--- config.mk ---
export PLATFORM = sky130hd
export DESIGN_NAME = calc_entry_ctrl
export DESIGN_NICKNAME = d
export VERILOG_FILES = /design/src/rtl/calc_entry_ctrl.sv
export SDC_FILE = /design/constraint.sdc
export NUM_CORES = 1
export LEC_CHECK = 0
export BUFFER_PORTS_ARGS = -buffer_cell sky130_fd_sc_hd__buf_2
export CORE_MARGIN = 8
export CORE_UTILIZATION = 48
export DETAILED_ROUTE_END_ITERATION = 16
export GPL_TIMING_DRIVEN = 0
export PLACE_DENSITY = 0.85
export SYNTH_ARGS = -nofsm -noshare
export SYNTH_HDL_FRONTEND = slang
export SYNTH_SLANG_ARGS = --single-unit
--- constraint.sdc ---
create_clock -name clk -period 2.4 [get_ports clk]
set_input_delay 0.12 -clock clk [delete_from_list [all_inputs] [get_ports clk]]
set_output_delay 0.12 -clock clk [all_outputs]
set_load 0.02 [all_outputs]
--- src/rtl/calc_entry_ctrl.sv ---
// calc_entry_ctrl: keypad entry controller for a hex calculator.
// It collects hex digits into two operands, latches the operation and
// launches an external ALU. It then waits for completion or a timeout
// and holds the displayed result until the next key arrives.
//
// Key interface: key_valid is a one-cycle strobe with no ready/backpressure.
// A key is consumed on the rising edge where key_valid is high. A key that
// has no meaning in the current state is dropped with no side effects.
// alu_start is a one-cycle launch pulse. alu_done is a one-cycle completion
// strobe with alu_result valid in the same cycle. It is honoured only in EXEC.
module calc_entry_ctrl #(
    parameter int N       = 8,
    parameter int TIMEOUT = 255
) (
    input  logic          clk,
    input  logic          rst,
    input  logic          key_valid,
    input  logic          key_is_cmd,
    input  logic [3:0]    key_val,
    output logic [15:0]   entry_hex,
    output logic [N-1:0]  op_a,
    output logic [N-1:0]  op_b,
    output logic [1:0]    alu_op,
    output logic          alu_start,
    input  logic          alu_done,
    input  logic [N-1:0]  alu_result,
    output logic [N-1:0]  result,
    output logic          result_valid,
    output logic          err,
    output logic          busy,
    output logic [1:0]    dbg_state
);

    typedef enum logic [1:0] {
        ENTER_A = 2'd0,
        ENTER_B = 2'd1,
        EXEC    = 2'd2,
        SHOW    = 2'd3
    } state_t;

    localparam int          TW          = $clog2(TIMEOUT + 2);
    localparam logic [TW-1:0] TIMER_MAX = TW'(TIMEOUT);
    // Only the last N/4 typed digits are kept in the entry register.
    localparam logic [15:0] ENTRY_MASK  = 16'((32'h1 << N) - 32'h1);

    state_t         state_q, state_d;
    logic [15:0]    entry_hex_q, entry_hex_d;
    logic [N-1:0]   op_a_q, op_a_d;
    logic [N-1:0]   op_b_q, op_b_d;
    logic [1:0]     alu_op_q, alu_op_d;
    logic           alu_start_q, alu_start_d;
    logic [N-1:0]   result_q, result_d;
    logic           result_valid_q, result_valid_d;
    logic           err_q, err_d;
    logic [TW-1:0]  timer_q, timer_d;

    logic           is_digit, is_op, is_eq, is_clr;
    logic [15:0]    entry_shifted;

    // Decode the key strobe into the four classes the FSM reacts to.
    always_comb begin
        is_digit      = key_valid && !key_is_cmd;
        is_op         = key_valid && key_is_cmd && (key_val < 4'd4);
        is_eq         = key_valid && key_is_cmd && (key_val == 4'd4);
        is_clr        = key_valid && key_is_cmd && (key_val == 4'd5);
        entry_shifted = {entry_hex_q[11:0], key_val} & ENTRY_MASK;
    end

    // Next-state and datapath updates; clear takes priority over everything.
    always_comb begin
        state_d        = state_q;
        entry_hex_d    = entry_hex_q;
        op_a_d         = op_a_q;
        op_b_d         = op_b_q;
        alu_op_d       = alu_op_q;
        alu_start_d    = 1'b0;
        result_d       = result_q;
        result_valid_d = result_valid_q;
        err_d          = err_q;
        timer_d        = timer_q;

        if (is_clr) begin
            state_d        = ENTER_A;
            entry_hex_d    = '0;
            op_a_d         = '0;
            op_b_d         = '0;
            alu_op_d       = '0;
            result_d       = '0;
            result_valid_d = 1'b0;
            err_d          = 1'b0;
            timer_d        = '0;
        end else begin
            case (state_q)
                ENTER_A: begin
                    if (is_digit) begin
                        entry_hex_d = entry_shifted;
                    end else if (is_op) begin
                        op_a_d      = entry_hex_q[N-1:0];
                        alu_op_d    = key_val[1:0];
                        entry_hex_d = '0;
                        state_d     = ENTER_B;
                    end
                end
                ENTER_B: begin
                    if (is_digit) begin
                        entry_hex_d = entry_shifted;
                    end else if (is_op) begin
                        alu_op_d = key_val[1:0];
                    end else if (is_eq) begin
                        op_b_d      = entry_hex_q[N-1:0];
                        alu_start_d = 1'b1;
                        timer_d     = '0;
                        state_d     = EXEC;
                    end
                end
                EXEC: begin
                    if (alu_done) begin
                        result_d       = alu_result;
                        result_valid_d = 1'b1;
                        err_d          = 1'b0;
                        state_d        = SHOW;
                    end else if (timer_q == TIMER_MAX) begin
                        result_d       = '0;
                        result_valid_d = 1'b1;
                        err_d          = 1'b1;
                        state_d        = SHOW;
                    end else begin
                        timer_d = timer_q + 1'b1;
                    end
                end
                SHOW: begin
                    if (is_digit) begin
                        result_valid_d = 1'b0;
                        err_d          = 1'b0;
                        entry_hex_d    = {12'h000, key_val} & ENTRY_MASK;
                        state_d        = ENTER_A;
                    end else if (is_op) begin
                        op_a_d         = result_q;
                        alu_op_d       = key_val[1:0];
                        entry_hex_d    = '0;
                        result_valid_d = 1'b0;
                        err_d          = 1'b0;
                        state_d        = ENTER_B;
                    end else if (is_eq) begin
                        op_a_d         = result_q;
                        alu_start_d    = 1'b1;
                        result_valid_d = 1'b0;
                        err_d          = 1'b0;
                        timer_d        = '0;
                        state_d        = EXEC;
                    end
                end
                default: state_d = ENTER_A;
            endcase
        end
    end

    // State and datapath registers with asynchronous reset.
    always_ff @(posedge clk or posedge rst) begin
        if (rst) begin
            state_q        <= ENTER_A;
            entry_hex_q    <= '0;
            op_a_q         <= '0;
            op_b_q         <= '0;
            alu_op_q       <= '0;
            alu_start_q    <= 1'b0;
            result_q       <= '0;
            result_valid_q <= 1'b0;
            err_q          <= 1'b0;
            timer_q        <= '0;
        end else begin
            state_q        <= state_d;
            entry_hex_q    <= entry_hex_d;
            op_a_q         <= op_a_d;
            op_b_q         <= op_b_d;
            alu_op_q       <= alu_op_d;
            alu_start_q    <= alu_start_d;
            result_q       <= result_d;
            result_valid_q <= result_valid_d;
            err_q          <= err_d;
            timer_q        <= timer_d;
        end
    end

    // All outputs come straight from registers.
    always_comb begin
        entry_hex    = entry_hex_q;
        op_a         = op_a_q;
        op_b         = op_b_q;
        alu_op       = alu_op_q;
        alu_start    = alu_start_q;
        result       = result_q;
        result_valid = result_valid_q;
        err          = err_q;
        busy         = (state_q == EXEC);
        dbg_state    = state_q;
    end

endmodule

======== Word-level counts from Yosys, hierarchy flattened ========
Index checks and enable logic that the tools add are counted.
storage, ports and cells
  input port bits ......................... 17
  output and inout port bits .............. 48
  word-level logic and storage cells ...... 120
  flip-flop bits (word level) ............. 56
operators by class
  equality and inequality tests ........... 22
  reduce and logical (&&, ||, !) cells .... 27
  order comparisons ....................... 1
  $add $sub $neg .......................... 1
  multiplexer cells ....................... 59
operators by type and width
  kind                                                                           count
  8-bit 2-to-1 mux                                                               15
  16-bit 2-to-1 mux                                                              5
  9-bit 2-to-1 mux                                                               6
  16-bit case mux with 3 select lines                                            1
  2-bit 2-to-1 mux                                                               14
  3-bit inequality test (second input constant)                                  7
  9-bit case mux with 2 select lines                                             1
  8-bit case mux with 2 select lines                                             1
  1-bit 2-to-1 mux                                                               13
  3-bit nonzero test                                                             4
  5-bit AND reduction                                                            2
  2-bit nonzero test                                                             5
  9-bit by 1-bit adder with 9-bit output (second input constant)                 1
  9-bit by 8-bit equality test with 1-bit output (second input constant)         1
  3-bit by 2-bit inequality test with 1-bit output (second input constant)       3
  4-bit by 3-bit equality test with 1-bit output (second input constant)         2
  2-bit case mux with 4 select lines                                             1
  3-bit AND reduction                                                            2
  6-bit AND reduction                                                            1
  1-bit logical AND                                                              5
  5-bit inequality test (second input constant)                                  1
  2-bit equality test (second input constant)                                    2
  4-bit by 3-bit less-than comparator with 1-bit output (second input constant)  1
  2-bit by 1-bit inequality test with 1-bit output (second input constant)       2
  12 further kinds                                                               14

======== Logic depth before layout (Yosys ltp) ========
  word-level depth ........................ 7
  mapped depth ............................ 9
  depth with buffers taken out ............ 9

======== Worst setup path after synthesis ========
No wires, ideal clock.
  kind .................................... register to register
  from .................................... register timer_q[0]
  to ...................................... register timer_q[2]
  path slack .............................. -0.074 ns
  buffers on the path ..................... 0
  stages on the path, launching flop included .. 10
  clock period less this slack ............ 2.474 ns
  data arrival time ....................... 2.353 ns
  library setup time ...................... 0.121 ns
  path through ............................ dfrtp_1 > ha_1 > and3_1 > and3_1 > and3_1 > ha_1 > or4b_4 > o31ai_4 > o31ai_1 > a22o_1
on the way
  longest elaborated chain between the ends .. 5
ends and longest elaborated chain
  what                                    line  text
  from (decl)                             55    logic [TW-1:0] timer_q, timer_d;
  from (signal assigned)                  181   timer_q <= timer_d;
  9-bit by 1-bit adder with 9-bit output  128   timer_d = timer_q + 1'b1;
  9-bit 2-to-1 mux                        122   end else if (timer_q == TIMER_MAX) begin
  9-bit 2-to-1 mux                        117   if (alu_done) begin
  9-bit case mux with 2 select lines      93    case (state_q)
  9-bit 2-to-1 mux                        82    if (is_clr) begin
Parallel ways exist; a longest one is shown, timed or not. The select of a mux whose other input is x is not followed.
A chain may end at the register's enable or synchronous reset.

======== Worst setup path after layout ========
  from .................................... register timer_q[1]
  to ...................................... register timer_q[6]
The elaborated chain is that of the path after synthesis.

==> impl_metrics.ini <==
[run_status]
status = finished, final reports clean

[yosys]
syn_nets = 275
synthFlopType = dfrtp_1
synth.avg_cell_area_um2 = 10.2
ys_ff_latch = 56
netlist_area_um2 = 2610
yosysWarningCount = 0
yosysSeqAreaShare = 0.537
syn_inst = 256
async_flop_share = 1.00
synth.distinct_cells = 45
synth_edf_count = 0

[cts]
cts_tree = yes
cts_root_buf = clkbuf_8
clkTransAtPathRegs_ns = 0.10
clock-sinks = 56
htree_num_levels = 2
clk_latency_ns = 0.31
numCtsBuffers = 5
clockBufferDepth = 2

[sta]
timing.final.crit_share = 0.985
rsz0062_at_grt = true
worstMarginPinSlew_ns = 0.607
relSlewSlack = 0.593
fin_skew_ns = 0.00370
setup_viol = 0
hold_ws_ns = 0.0686
timing.fmax_mhz = 423
hold_viol = 0
drv_slew = 0
fin_crit_ns = 2.36

[die]
num_rows = 27
design.core.area_um2 = 5370
die_area_um2 = 8050
die_y_um = 89.7
die_x_um = 89.7
num_io_pins = 65
floorplan.initialDensity = 0.486

[routing]
antenna_left = 0
drt-pass1-iter-count = 4
vias_per_cell = 5.72
drc = 0
drtIter0Drc = 238
drt-total-wl_mm = 6.99
wl_per_cell_um = 17.0
vias = 2349

[finish]
final_core_util = 0.606
fin_area_um2 = 3250
area_growth_pct = 24.7
drive_gt1_frac = 0.322
diodes = 0
fin_nets = 357

[setup_path]
slowest_delay_ns = 0.54
cp_top_family = simple AND/OR/NAND/NOR gates
critPathMaxFanout = 5
crit_slowest_cell = or4b_4
r2r_slack_ns = 0.04
crit_chain = ha_2, and3_4, and3_4, and3_4, ha_4, or4b_4, o31ai_4, o31ai_1, a22o_1
start_kind = register
required_ns = 2.61
crit_buf_inv = 0
end_kind = register
crit_arrival_ns = 2.57
crit_top_cell = and3_4
path_class = reg -> reg

[placed_design]
numPortBuffers = 64
gp_congestion = 0.909
post-dp-hpwl_mm = 5.06
placed_cell_area_um2 = 3040

[min_path]
hp-class = in -> reg

[power_and_ir_drop]
p_total_w = 0.00345
vdd_drop_max_mv = 0.643
powerDensity_nw_per_um2 = 1060
p_leak_nw = 1.62

[flow_run]
maxCapViolCount = 0

[global_routing]
grt_pass1_wl_mm = 11.6
grt_pass1_vias = 2313
grt_max_degree = 40
grt_remaining_overflow = 0
grt_util_all_layers = 0.173
antenna_found_initial = 0
-- worst register-to-register path: cells and delay by family, from the launching register on --
kind | cells | cell delay [ns]
compound gates | 3 | 0.45
simple gates | 4 | 1.05
fa+ha+maj | 2 | 0.36
flops | 1 | 0.40
-- timing repair --
action                                  4_1_cts  5_1_grt
resized for setup                             4        6
buffers inserted                              7        2
endpoints found under the setup margin        8        7
pin swaps                                     1        0
cloned                                        0        0
hold buffers                                  1        0
hold endpoints to repair                     17        0
-- through the flow --
stage | setup WS, ns | cells | TNS [ns]
after CTS | 0.0177 | 409 | 0
after detailed placement | -0.181 | 393 | -0.962
after floorplan | 0.0162 | 256 | 0
final | 0.0365 | 411 | 0
after global placement | -0.138 | 392 | -0.577
after global routing | -0.0734 | 411 | -0.332
-- placed cells by master, fill, tap and decap left out, types with 3 or more instances in the layout --
cell type	count
nor2b_1	5
and3_1	11
inv_1	4
a2111oi_0	8
clkbuf_1	5
a22oi_1	8
nand2_1	25
a21oi_1	16
buf_6	4
nor3_1	9
clkbuf_8	5
nor2_1	17
dfrtp_1	56
o31ai_1	3
a22o_1	7
o21ai_0	18
and3_4	3
buf_4	9
and2_1	10
buf_2	71
a31oi_1	3
nand2b_1	3
-- per-layer routing --
metal  wire length, µm  vias up  track usage
li1                  -     1097            -
met1              3110     1148        0.232
met2              3350       92        0.270
met3               410       12       0.0291
met4               115        0       0.0705
met5                 0        -            0
-- sequential cells by signal (all words and copies together), names as in the netlist --
name	count
alu_op	2
alu_start	1
dbg_state	2
entry_hex	16
err	1
op_a	8
op_b	8
result	8
result_valid	1
timer_q	9
-- path summary, 6_finish.rpt --
| check | depth (start not counted) | from | endpoint |
|---|---|---|---|
| max | 9 | timer_q[1] | timer_q[6] |
| min | 3 | alu_result[3] | result[3] |
| max reg2reg | 9 | timer_q[1] | timer_q[6] |
| min reg2reg | 2 | op_b[2] | op_b[2] |
| max in group asynchronous | 4 | rst | timer_q[0] |
| min in group asynchronous | 3 | rst | entry_hex[9] |
-- cell usage after synthesis, types with 2 or more instances --
| master | count | area (µm²) |
|---|---|---|
| a31oi_1 | 3 | 18.8 |
| nand4_1 | 2 | 12.5 |
| nor2_1 | 17 | 63.8 |
| a22oi_1 | 8 | 60.1 |
| nand2_1 | 26 | 97.6 |
| buf_6 | 3 | 33.8 |
| o21ai_0 | 19 | 95.1 |
| and3_1 | 14 | 87.6 |
| nand2b_1 | 3 | 18.8 |
| nor3_1 | 9 | 45.0 |
| ha_1 | 2 | 25.0 |
| a2111oi_0 | 8 | 70.1 |
| dfrtp_1 | 56 | 1400 |
| o21a_1 | 2 | 15.0 |
| clkbuf_1 | 4 | 15.0 |
| nor2b_1 | 5 | 31.3 |
| a22o_1 | 7 | 61.3 |
| a21oi_1 | 18 | 90.1 |
| and2_1 | 10 | 62.6 |
| and3b_1 | 2 | 17.5 |
| o21ai_1 | 2 | 10.0 |
| o31ai_1 | 3 | 22.5 |
| buf_2 | 7 | 35.0 |
| inv_1 | 5 | 18.8 |
-- final cells by class --
| class | count | area, µm² |
|---|---|---|
| buffer | 15 | 91.3 |
| clock inverter | 2 | 16.3 |
| timing repair buffer | 75 | 422 |
| fill | 453 | 2120 |
| multi-input combinational | 180 | 1140 |
| sequential | 56 | 1400 |
| tap | 72 | 90.1 |
| clock buffer | 6 | 72.6 |
| inverter | 5 | 18.8 |
-- cell families (layout without fill, tap and decap cells) --
family | after synthesis | in the layout | synth area share
muxes | 1 | 1 | 0.00384
and+or+nand+nor | 95 | 95 | 0.190
DFF | 56 | 56 | 0.537
buffers and inverters | 20 | 103 | 0.0422
AOI/OAI and AO/OA | 81 | 81 | 0.213
adders and majority gates | 2 | 2 | 0.00959
xor gates and xnor gates | 1 | 1 | 0.00336
-- power by group --
group | leakage, nW | internal [W] | total (W) | switching, W
Combinational | 0.850 | 0.000546 | 0.00148 | 0.000931
Sequential | 0.733 | 0.00123 | 0.00145 | 0.000223
Clock | 0.0414 | 0.000209 | 0.000522 | 0.000313
Note: power is estimated with default switching activity, not from simulation.
